<file path="src/rtl/fft_frame_scheduler.sv">
// FFT frame scheduler: finds FFFF sync headers, forwards one payload
// frame to the FFT core, then holds off until done or timeout.
module fft_frame_scheduler #(
  parameter int HDR_LEN      = 3,
  parameter int PAYLOAD_LEN  = 10,
  parameter int DONE_TIMEOUT = 4096
) (
  input  logic        clk,
  input  logic        rst,
  input  logic [15:0] in_data,
  input  logic        in_valid,
  input  logic        fft_ready,
  input  logic        fft_done,
  output logic [15:0] fft_data,
  output logic        fft_valid,
  output logic        fft_start,
  output logic        fft_last,
  output logic        fft_abort,
  output logic        busy,
  output logic [15:0] frame_cnt,
  output logic [7:0]  drop_cnt,
  output logic        timeout_err
);

  typedef enum logic [1:0] {
    HUNT      = 2'd0,
    PAYLOAD   = 2'd1,
    WAIT_DONE = 2'd2
  } state_t;

  localparam logic [3:0]  HDR_LAST = 4'(HDR_LEN - 1);
  localparam logic [9:0]  PAY_LAST = 10'(PAYLOAD_LEN - 1);
  localparam logic [9:0]  SKIP_LEN = 10'(PAYLOAD_LEN);
  localparam logic [15:0] TMO_LAST = 16'(DONE_TIMEOUT - 1);

  state_t      state_q, state_d;
  logic [3:0]  hdr_q, hdr_d;
  logic [9:0]  pay_q, pay_d;
  logic [15:0] tmo_q, tmo_d;
  logic [9:0]  skip_q, skip_d;
  logic [15:0] data_q, data_d;
  logic        valid_q, valid_d;
  logic        start_q, start_d;
  logic        last_q, last_d;
  logic        abort_q, abort_d;
  logic [15:0] frame_q, frame_d;
  logic [7:0]  drop_q, drop_d;
  logic        terr_q, terr_d;

  logic is_ffff;
  logic hdr_hit;

  // Header completes on the FFFF word that fills the run; the matcher is
  // blind while forwarding a payload or skipping a dropped one.
  assign is_ffff = in_valid && (in_data == 16'hFFFF);
  assign hdr_hit = is_ffff && (hdr_q == HDR_LAST)
                && (skip_q == 10'd0) && (state_q != PAYLOAD);

  // State, matcher, counters and registered FFT outputs.
  always_ff @(posedge clk) begin
    if (rst) begin
      state_q <= HUNT;
      hdr_q   <= '0;
      pay_q   <= '0;
      tmo_q   <= '0;
      skip_q  <= '0;
      data_q  <= '0;
      valid_q <= 1'b0;
      start_q <= 1'b0;
      last_q  <= 1'b0;
      abort_q <= 1'b0;
      frame_q <= '0;
      drop_q  <= '0;
      terr_q  <= 1'b0;
    end else begin
      state_q <= state_d;
      hdr_q   <= hdr_d;
      pay_q   <= pay_d;
      tmo_q   <= tmo_d;
      skip_q  <= skip_d;
      data_q  <= data_d;
      valid_q <= valid_d;
      start_q <= start_d;
      last_q  <= last_d;
      abort_q <= abort_d;
      frame_q <= frame_d;
      drop_q  <= drop_d;
      terr_q  <= terr_d;
    end
  end

  // Next-state: header matcher plus frame sequencing.
  always_comb begin
    state_d = state_q;
    hdr_d   = hdr_q;
    pay_d   = pay_q;
    tmo_d   = tmo_q;
    skip_d  = skip_q;
    data_d  = data_q;
    valid_d = 1'b0;
    start_d = 1'b0;
    last_d  = 1'b0;
    abort_d = 1'b0;
    frame_d = frame_q;
    drop_d  = drop_q;
    terr_d  = terr_q;

    if (state_q == PAYLOAD) begin
      hdr_d = '0;
    end else if (skip_q != 10'd0) begin
      hdr_d = '0;
      if (in_valid) skip_d = skip_q - 10'd1;
    end else if (in_valid) begin
      if (!is_ffff || hdr_hit) hdr_d = '0;
      else                     hdr_d = hdr_q + 4'd1;
    end

    unique case (state_q)
      HUNT: begin
        if (hdr_hit) begin
          state_d = PAYLOAD;
          pay_d   = '0;
        end
      end
      PAYLOAD: begin
        if (in_valid) begin
          if (fft_ready) begin
            valid_d = 1'b1;
            data_d  = in_data;
            start_d = (pay_q == 10'd0);
            last_d  = (pay_q == PAY_LAST);
            if (pay_q == PAY_LAST) begin
              state_d = WAIT_DONE;
              tmo_d   = '0;
            end else begin
              pay_d = pay_q + 10'd1;
            end
          end else begin
            abort_d = 1'b1;
            state_d = HUNT;
            if (drop_q != 8'hFF) drop_d = drop_q + 8'd1;
          end
        end
      end
      WAIT_DONE: begin
        tmo_d = tmo_q + 16'd1;
        if (fft_done) begin
          frame_d = frame_q + 16'd1;
          if (hdr_hit) begin
            state_d = PAYLOAD;
            pay_d   = '0;
          end else begin
            state_d = HUNT;
          end
        end else begin
          if (hdr_hit) begin
            skip_d = SKIP_LEN;
            if (drop_q != 8'hFF) drop_d = drop_q + 8'd1;
          end
          if (tmo_q == TMO_LAST) begin
            terr_d  = 1'b1;
            state_d = HUNT;
          end
        end
      end
      default: state_d = HUNT;
    endcase
  end

  assign fft_data    = data_q;
  assign fft_valid   = valid_q;
  assign fft_start   = start_q;
  assign fft_last    = last_q;
  assign fft_abort   = abort_q;
  assign busy        = (state_q != HUNT);
  assign frame_cnt   = frame_q;
  assign drop_cnt    = drop_q;
  assign timeout_err = terr_q;

endmodule

</file>
<file path="config.mk">
export PLATFORM = sky130hd
export DESIGN_NAME = fft_frame_scheduler
export DESIGN_NICKNAME = d
export VERILOG_FILES = /design/src/rtl/fft_frame_scheduler.sv
export SDC_FILE = /design/constraint.sdc
export NUM_CORES = 1
export LEC_CHECK = 0
export BUFFER_PORTS_ARGS = -buffer_cell sky130_fd_sc_hd__buf_2
export CAP_MARGIN = 30
export CORE_ASPECT_RATIO = 1.25
export CORE_MARGIN = 2
export CORE_UTILIZATION = 56
export CTS_CLUSTER_SIZE = 16
export DETAILED_ROUTE_END_ITERATION = 16
export GPL_TIMING_DRIVEN = 0
export PLACE_DENSITY = 0.9
export SYNTH_ARGS = -nofsm -noshare
export SYNTH_HDL_FRONTEND = slang
export SYNTH_SLANG_ARGS = --single-unit
</file>
<file path="constraint.sdc">
create_clock -name clk -period 2.89 [get_ports clk]
set_clock_uncertainty 0.05 [all_clocks]
set_input_delay 0.1445 -clock clk [delete_from_list [all_inputs] [get_ports clk]]
set_output_delay 0.1445 -clock clk [all_outputs]
set_load 0.02 [all_outputs]
</file>
==> impl_metrics.env, run 1 <==
export IMPL_stdcell_count=683
export IMPL_yosys_area_share_adder_pct=2.96
export IMPL_pre_cts_slack_ps=421
export IMPL_fin_crit_ps=2580
export IMPL_final_common_cell="dfxtp_1"
export IMPL_synthSimpleGateAreaFrac_pct=30.9
export IMPL_post_drt_wl_per_cell_um=16.9
export IMPL_fin_ws_ps=306
export IMPL_hp_class="in2reg"
export IMPL_syn_area_per_cell_sq_um=8.54
export IMPL_ys_seq_area_share_pct=41.3
export IMPL_firstDrtPassIters=5
export IMPL_vdd_drop_max_uv=554
export IMPL_grt_pass1_wl_um=18300
export IMPL_cp_arrival_ps=2750
export IMPL_netlist_instances=494
export IMPL_antenna_cells=0
export IMPL_fin_crit_sh_pct=89.4
export IMPL_postCtsSetupBuffers=0
export IMPL_totalWireLength_um=11500
export IMPL_htreeDepth=3
export IMPL_drt_first_iter_violations=322
export IMPL_most_common_layout_cells="dfxtp_1 (87), buf_2 (67), nand2_1 (55), nor2_1 (55), a21oi_1 (33)"
export IMPL_synth_top_family_by_area="simple AND/OR/NAND/NOR gates"
export IMPL_drive_above_1_share_pct=17.8
export IMPL_hold_viol_final=0
export IMPL_cts_buffer_depth=2
export IMPL_dp_hpwl_um=7590
export IMPL_min_delay_start="in_data[13]"
export IMPL_die_h_um=101
export IMPL_place_inst=652
export IMPL_crit_fanout=8
export IMPL_clockRootBuffer="clkbuf_8"
export IMPL_synth_top_area_share_pct=41.3
export IMPL_setup_viol=0
export IMPL_rr_startpoint="pay_q[1]"
export IMPL_clk_latency_ps=380
export IMPL_antenna_left=0
export IMPL_layout_nets=617
export IMPL_crit_type="reg2reg"
export IMPL_vias_per_cell=6.14
export IMPL_grt_pass1_vias=4069
export IMPL_worstSetupStartpoint="pay_q[1]"
export IMPL_synth_compound_area_share_pct=12.9
export IMPL_synth_seq_cells=87
export IMPL_critPathMaxStageDelay_ps=600
export IMPL_synth_distinct_cells=60
export IMPL_synth_nets=525
export IMPL_slew_limit_headroom_pct=52.1
export IMPL_numCtsBuffers=9
export IMPL_initial_core_util_pct=57.4
export IMPL_power_density_nw_per_um2=557
export IMPL_ys_flop_type="dfxtp_1"
export IMPL_synth_xor_area_share_pct=6.43
export IMPL_status="finished clean"
export IMPL_cp_required_ps=3060
export IMPL_path_cells="inv_1, ha_1, and2_1, a311oi_1, nor2_1, a21oi_1, o311ai_0"
export IMPL_port_buffers=66
export IMPL_critPathSlowestCell="a21oi_1"
export IMPL_rsz0062_at_grt="false"
export IMPL_end_kind="register"
export IMPL_grt_max_degree=16
export IMPL_cts_sinks=87
export IMPL_cts_tree="done"
export IMPL_cap_violations=0
export IMPL_p_leak_uw=0.00188
export IMPL_fmax_mhz=387
export IMPL_synth_edf_count=0
export IMPL_vias=4191
export IMPL_clk_pin_slew_worst_paths_ps=90
export IMPL_grt_overflow_total=0
export IMPL_drc_errors=0
export IMPL_synth_area_leaders="dfxtp_1 (41%), nand2_1 (4.9%), nor2_1 (4.9%)"
export IMPL_slew_viol_final=0
export IMPL_async_reset_ff_share_pct=0
export IMPL_dieArea_sq_um=8250
export IMPL_antenna_found_initial=0
export IMPL_fin_setup_tns_ps=0
export IMPL_yosysTopAreaCell="dfxtp_1"
export IMPL_gp_congestion=0.878
export IMPL_io_pins=67
export IMPL_coreArea_sq_um=7360
export IMPL_row_count=35
export IMPL_grt_usage_pct=28.7
export IMPL_syn_area_sq_um=4220
export IMPL_tightest_slew_ps=719
export IMPL_synth_warnings=0
export IMPL_syn2layout_area_growth_pct=19.3
export IMPL_die_width_um=81.6
export IMPL_startpoint_type="register"
export IMPL_yosys_mux_area_fraction_pct=2.34
[stage by stage]
| step | instance area (sq um) | hold slack (ps) | power [uW] | utilization, % |
|---|---|---|---|---|
| 2_1_floorplan | 4220 | 231 | 1720 | - |
| 3_3_place_gp | 4670 | 348 | 1810 | 63.4 |
| 3_5_place_dp | 4670 | 354 | 1850 | 63.4 |
| 4_1_cts | 5040 | 2.29 | 2780 | 68.5 |
| 5_1_grt | 5040 | 42.6 | 2910 | 68.5 |
| 6_report | 5040 | 24.1 | 2800 | 68.5 |
[cell type report]
class | instances | area [sq um]
clock buffers | 10 | 128
fillers | 554 | 2320
multi-input cells | 372 | 2340
repair buffers | 81 | 480
clock inverters | 6 | 92.6
inverters | 17 | 63.8
well taps | 92 | 115
plain buffers | 18 | 72.6
flip-flops and latches | 87 | 1740
[final timing paths]
| path | end | slack (ps) | cells past startpoint |
|---|---|---|---|
| setup / recovery | pay_q[7] | 310 | 7 |
| hold / removal | fft_data[13] | 20 | 3 |
| setup reg to reg | pay_q[7] | 310 | 7 |
| hold reg to reg | fft_data[9] | 410 | 2 |
[routing by layer]
metal,routed length (um),global-route usage (%),up-vias
met5,0,0,-
li1,-,-,1943
met4,575,19.7,0
met2,5960,50.4,189
met3,593,4.48,56
met1,4390,30.8,2003
[what timing repair did]
| item | CTS | global route |
|---|---|---|
| resized for setup | 0 | 0 |
| hold endpoints to repair | 15 | 0 |
| hold buffers | 15 | 0 |
[worst max-delay path: cells and delay by family, from the launching register on]
| family | cells | cell delay [ps] |
|---|---|---|
| AO/OA/AOI/OAI | 3 | 1380 |
| AND/OR/NAND/NOR | 2 | 380 |
| flip-flops | 1 | 370 |
| adder cells (fa/ha/maj) | 1 | 170 |
| buffers and inverters | 1 | 90 |
[cells in the mapped netlist, types with 2 or more instances]
master / instances
a2111oi_2: 2
a211oi_1: 4
a21boi_0: 3
a21o_1: 3
a21oi_1: 33
a22oi_1: 2
and2_1: 4
and3_1: 3
and4_1: 4
buf_1: 2
clkbuf_1: 14
dfxtp_1: 87
ha_1: 10
inv_1: 17
mux2_1: 2
mux2_2: 5
mux2i_1: 2
nand2_1: 55
nand2b_1: 9
nand3_1: 25
nand3b_1: 2
nand4_1: 13
nand4b_1: 3
nor2_1: 55
nor2b_1: 11
nor3_1: 13
nor3b_1: 6
nor4_1: 10
nor4_4: 3
o21a_1: 2
o21ai_0: 12
o21ba_2: 2
o311ai_0: 2
o31ai_1: 4
o32ai_1: 3
or2_2: 3
or3_1: 6
or4_1: 7
xnor2_1: 21
xor2_1: 10
[report_power, final]
part / internal, uW / switching (uW) / total (uW)
Sequential: 1260 / 76.8 / 1330
Clock: 493 / 458 / 951
Combinational: 221 / 297 / 518
Total: 1970 / 832 / 2800
[registers in the layout, summed over array words and instances, names as in the netlist]
signal / cells
fft_data: 16
frame_cnt: 16
tmo_q: 16
pay_q: 10
skip_q: 10
drop_cnt: 8
hdr_q: 4
state_q: 2
fft_abort: 1
fft_last: 1
fft_start: 1
fft_valid: 1
timeout_err: 1
[cells by family after synthesis]
group,count (synthesis)
AND/OR/NAND/NOR,240
flip-flops,87
AO/OA/AOI/OAI,82
buffers and inverters,35
XOR/XNOR,31
adder cells (fa/ha/maj),10
multiplexers,9
Power figures use the tool's default switching activity.
==> run 2: changes to the inputs <==
PLACE_DENSITY = 0.83   (was 0.9)
==> run 2 against run 1 <==
Compared with the run above: critical endpoint unchanged; worst setup slack improved by 86 ps; critical path depth unchanged; via count is 2.5% lower; sequential cell count unchanged; die area did not move; maximum frequency rose by 3.4%; clock power up 3.0%; clock-buffer cell count did not move.
==> impl_metrics.env, run 2 (synthesis gave the netlist of run 1 again) <==
export IMPL_status="finished clean"
export IMPL_vias_per_cell=5.98
export IMPL_numCtsBuffers=9
export IMPL_most_common_layout_cells="dfxtp_1 (87), buf_2 (67), nand2_1 (55), nor2_1 (55), a21oi_1 (33)"
export IMPL_vdd_drop_max_uv=540
export IMPL_grt_max_degree=16
export IMPL_finalPower_uw=2820
export IMPL_cts_buffer_depth=2
export IMPL_grt_usage_pct=27.5
export IMPL_vias=4088
export IMPL_totalWireLength_um=11000
export IMPL_postCtsSetupBuffers=0
export IMPL_slew_limit_headroom_pct=56.2
export IMPL_crit_type="reg2reg"
export IMPL_grt_overflow_total=0
export IMPL_coreArea_sq_um=7360
export IMPL_startpoint_type="register"
export IMPL_syn2layout_area_growth_pct=19.8
export IMPL_antenna_left=0
export IMPL_cap_violations=0
export IMPL_cp_arrival_ps=2670
export IMPL_drc_errors=0
export IMPL_power_density_nw_per_um2=559
export IMPL_cp_required_ps=3070
export IMPL_fin_crit_ps=2500
export IMPL_firstDrtPassIters=6
export IMPL_end_kind="register"
export IMPL_gp_congestion=0.866
export IMPL_post_cts_resized=0
export IMPL_hp_class="in2reg"
export IMPL_postLayoutCoreUtil_pct=68.7
export IMPL_port_buffers=66
export IMPL_initial_core_util_pct=57.4
export IMPL_hold_viol_final=0
export IMPL_antenna_cells=0
export IMPL_slew_viol_final=0
export IMPL_post_drt_wl_per_cell_um=16.1
export IMPL_dp_hpwl_um=7360
export IMPL_setup_viol=0
export IMPL_critPathSlowestCell="a21oi_1"
export IMPL_final_common_cell="dfxtp_1"
export IMPL_fin_setup_tns_ps=0
export IMPL_drive_above_1_share_pct=17.9
export IMPL_fmax_mhz=400
export IMPL_grt_pass1_wl_um=17700
export IMPL_crit_fanout=8
export IMPL_cts_tree="done"
export IMPL_path_cells="inv_1, ha_1, nor3b_1, and4_4, nand3_1, a21oi_1, o311ai_0"
export IMPL_htreeDepth=3
export IMPL_crit_buf_inv=1
export IMPL_layout_nets=618
export IMPL_rsz0062_at_grt="false"
export IMPL_clk_pin_slew_worst_paths_ps=90
export IMPL_cpLargestDelayFamily="simple AND/OR/NAND/NOR gates"
export IMPL_antenna_found_initial=0
export IMPL_row_count=35
export IMPL_p_leak_uw=0.00189
export IMPL_n_fill_cell=553
export IMPL_die_width_um=81.6
export IMPL_ctsHoldBuffers=16
export IMPL_fin_crit_sh_pct=86.4
export IMPL_critPathMaxStageDelay_ps=610
export IMPL_clk_latency_ps=370
export IMPL_drt_first_iter_violations=293
export IMPL_grt_pass1_vias=3909
export IMPL_io_pins=67
export IMPL_clockRootBuffer="clkbuf_8"
export IMPL_cts_sinks=87
export IMPL_tightest_slew_ps=658
export IMPL_die_h_um=101
export IMPL_dieArea_sq_um=8250
-- run 2: cell count changes in the layout (fill, tap and decap cells not counted) --
| cell | before | now |
|---|---|---|
| clkbuf_8 | 9 | 10 |
| dlygate4sd3_1 | 15 | 16 |
| clkbuf_1 | 15 | 14 |
| clkinv_4 | 0 | 1 |
| inv_6 | 2 | 1 |
-- run 2: through the flow --
step | area, sq um | setup WS (ps) | hold WS, ps | instances
after floorplan | 4220 | 740 | 231 | 494
after global placement | 4670 | 511 | 346 | 652
after detailed placement | 4670 | 436 | 358 | 652
after CTS | 5060 | 442 | 130 | 684
after global routing | 5060 | 214 | 151 | 684
final | 5060 | 392 | 139 | 684
-- run 2: worst paths after layout --
| kind | endpoint | from | slack (ps) | cells after the start |
|---|---|---|---|---|
| worst min register to register | fft_data[10] | fft_data[10] | 410 | 2 |
| worst min-delay path | pay_q[6] | rst | 140 | 3 |
| worst max register to register | pay_q[7] | skip_q[0] | 390 | 7 |
| worst max-delay path | pay_q[7] | skip_q[0] | 390 | 7 |
-- run 2: layout make-up --
cell class                 count  area, sq um  area share, %
buffer                        18         72.6           1.44
clock buffer                  10          138           2.72
clock inverter                 6         92.6           1.83
inverter                      17         63.8           1.26
multi-input combinational    372         2340           46.3
sequential                    87         1740           34.4
tap                           92          115           2.28
timing repair buffer          82          490           9.70
-- run 2: metal layers --
layer	track usage (%)	part of all wire (%)	vias to the layer above
li1	-	-	1949
met1	31.6	39	1928
met2	47.2	52	160
met3	5.65	5.1	51
met4	14.6	4.0	0
met5	0	0	-
-- run 2: where the power goes --
group | switching, uW | internal, uW
Sequential | 68.2 | 1260
Clock | 465 | 515
Combinational | 298 | 221
Total | 831 | 1990
-- run 2: tightest hold or removal path, cell delays in order --
cell	delay [ps]
buf_2	120
or4_1	110
o311ai_0	100
==> run 3: changes to the inputs <==
clock period = 2.4 ns   (was 2.89 ns; I/O delays follow)
==> run 3 against run 2 <==
Compared with the run above: die area did not move; cell count rose by 0.58%; non-clock buffer count rose by 4; combinational power rose by 25%; critical path type unchanged; worst setup slack got worse by 240 ps; first-iteration DRC count rose by 24%; critical path depth did not move; cell area rose by 1.3%; utilization rose by 0.92 points; largest cell class unchanged.
==> impl_metrics.env, run 3 (synthesis gave the netlist of run 1 again) <==
export IMPL_status="finished clean"
export IMPL_crit_fanout=10
export IMPL_antenna_left=0
export IMPL_grt_pass1_vias=3899
export IMPL_vias=4116
export IMPL_htreeDepth=3
export IMPL_grt_usage_pct=27.5
export IMPL_p_int_uw=2420
export IMPL_layout_nets=622
export IMPL_io_pins=67
export IMPL_cts_buffer_depth=2
export IMPL_die_h_um=101
export IMPL_power_frac_clock_pct=34.5
export IMPL_swShare_pct=29.7
export IMPL_pwr_share_comb_pct=18.8
export IMPL_grt_pass1_wl_um=17600
export IMPL_coreArea_sq_um=7360
export IMPL_p_switching_uw=1020
export IMPL_vdd_drop_max_uv=655
export IMPL_p_seq_share_pct=46.6
export IMPL_slew_limit_headroom_pct=60.4
export IMPL_cp_arrival_ps=2470
export IMPL_fin_crit_ps=2250
export IMPL_multi_input_area_sq_um=2380
export IMPL_firstDrtPassIters=5
export IMPL_initial_core_util_pct=57.4
export IMPL_drc_errors=0
export IMPL_whs_ps=116
export IMPL_finalPower_uw=3440
export IMPL_antenna_cells=0
export IMPL_setup_viol=0
export IMPL_clk_pin_slew_worst_paths_ps=90
export IMPL_path_cells="clkbuf_2, or3b_1, a41oi_2, nand4_1, buf_4, and3_1, o21ba_2"
export IMPL_cts_sinks=87
export IMPL_slew_viol_final=0
export IMPL_drt_first_iter_violations=364
export IMPL_critPathSlowestCell="or3b_1"
export IMPL_dp_hpwl_um=7360
export IMPL_totalWireLength_um=11200
export IMPL_die_width_um=81.6
export IMPL_crit_type="reg2reg"
export IMPL_ff_latch_area_sq_um=1740
export IMPL_hold_viol_final=0
export IMPL_p_leak_uw=0.00192
export IMPL_n_fill_cell=546
export IMPL_fmax_mhz=444
export IMPL_syn2layout_area_growth_pct=21.4
export IMPL_grt_overflow_total=0
export IMPL_final_common_cell="dfxtp_1"
export IMPL_vias_per_cell=5.98
export IMPL_critPathMaxStageDelay_ps=480
export IMPL_grt_max_degree=16
export IMPL_end_kind="register"
export IMPL_post_drt_wl_per_cell_um=16.3
export IMPL_row_count=35
export IMPL_rsz0062_at_grt="true"
export IMPL_clockRootBuffer="clkbuf_8"
export IMPL_port_buffers=66
export IMPL_cts_tree="done"
export IMPL_clk_latency_ps=370
export IMPL_cp_required_ps=2620
export IMPL_most_common_layout_cells="dfxtp_1 (87), buf_2 (67), nand2_1 (55), nor2_1 (55), a21oi_1 (32)"
export IMPL_fin_crit_sh_pct=93.8
export IMPL_drive_above_1_share_pct=19.6
export IMPL_antenna_found_initial=0
export IMPL_cap_violations=0
export IMPL_numCtsBuffers=9
export IMPL_dieArea_sq_um=8250
export IMPL_gp_congestion=0.866
export IMPL_tightest_slew_ps=589
export IMPL_startpoint_type="register"
export IMPL_hp_class="in2reg"
export IMPL_power_density_nw_per_um2=671
run 3: timing repair:
action,CTS,global route
hold endpoints to repair,16,0
gates cloned,0,0
hold buffers,16,0
buffers inserted,1,3
gates resized for setup,2,9
pin swaps,1,2
setup endpoints to repair,6,7
run 3: layout make-up:
type | count | share of cell area [%]
well taps | 92 | 2.25
clock inverters | 6 | 1.81
plain buffers | 18 | 1.44
repair buffers | 86 | 10.2
inverters | 17 | 1.25
multi-input cells | 372 | 46.4
clock buffers | 10 | 2.69
flip-flops and latches | 87 | 34.0
run 3: per-stage QoR:
stage | utilization, % | instances | cell area (sq um) | setup WS, ps | setup TNS [ps]
final | 69.6 | 688 | 5120 | 150 | 0
after global routing | 69.6 | 688 | 5120 | 0.562 | 0
after CTS | 68.9 | 685 | 5070 | 26.7 | 0
after detailed placement | 63.4 | 652 | 4670 | -54.1 | -91.3
after global placement | 63.4 | 652 | 4670 | 21.1 | 0
after floorplan | - | 494 | 4220 | 250 | 0
run 3: worst paths after layout:
check | start | endpoint | slack (ps) | cells past startpoint
worst max-delay path | state_q[0] | drop_cnt[1] | 150 | 7
worst min-delay path | rst | pay_q[6] | 120 | 3
worst max register to register | state_q[0] | drop_cnt[1] | 150 | 7
worst min register to register | fft_data[10] | fft_data[10] | 410 | 2
run 3: critical path, delay by kind of cell (launching register included):
kind	cells	cell delay (ps)
compound gates	2	390
buf+inv	2	450
flops	1	360
simple gates	3	890
run 3: power groups by stage:
stage | Clock (uW) | Combinational, uW | Sequential, uW
final | 1190 | 648 | 1600
after global routing | 1240 | 711 | 1620
after global placement | 0 | 560 | 1630
after CTS | 1180 | 616 | 1600
after detailed placement | 0 | 585 | 1630
after floorplan | 0 | 457 | 1620
run 3: routing by layer:
metal	track usage, %	share of wire, %
met5	0	0
met2	46.9	52
met3	6.00	5.2
met4	13.6	3.7
met1	32.0	39
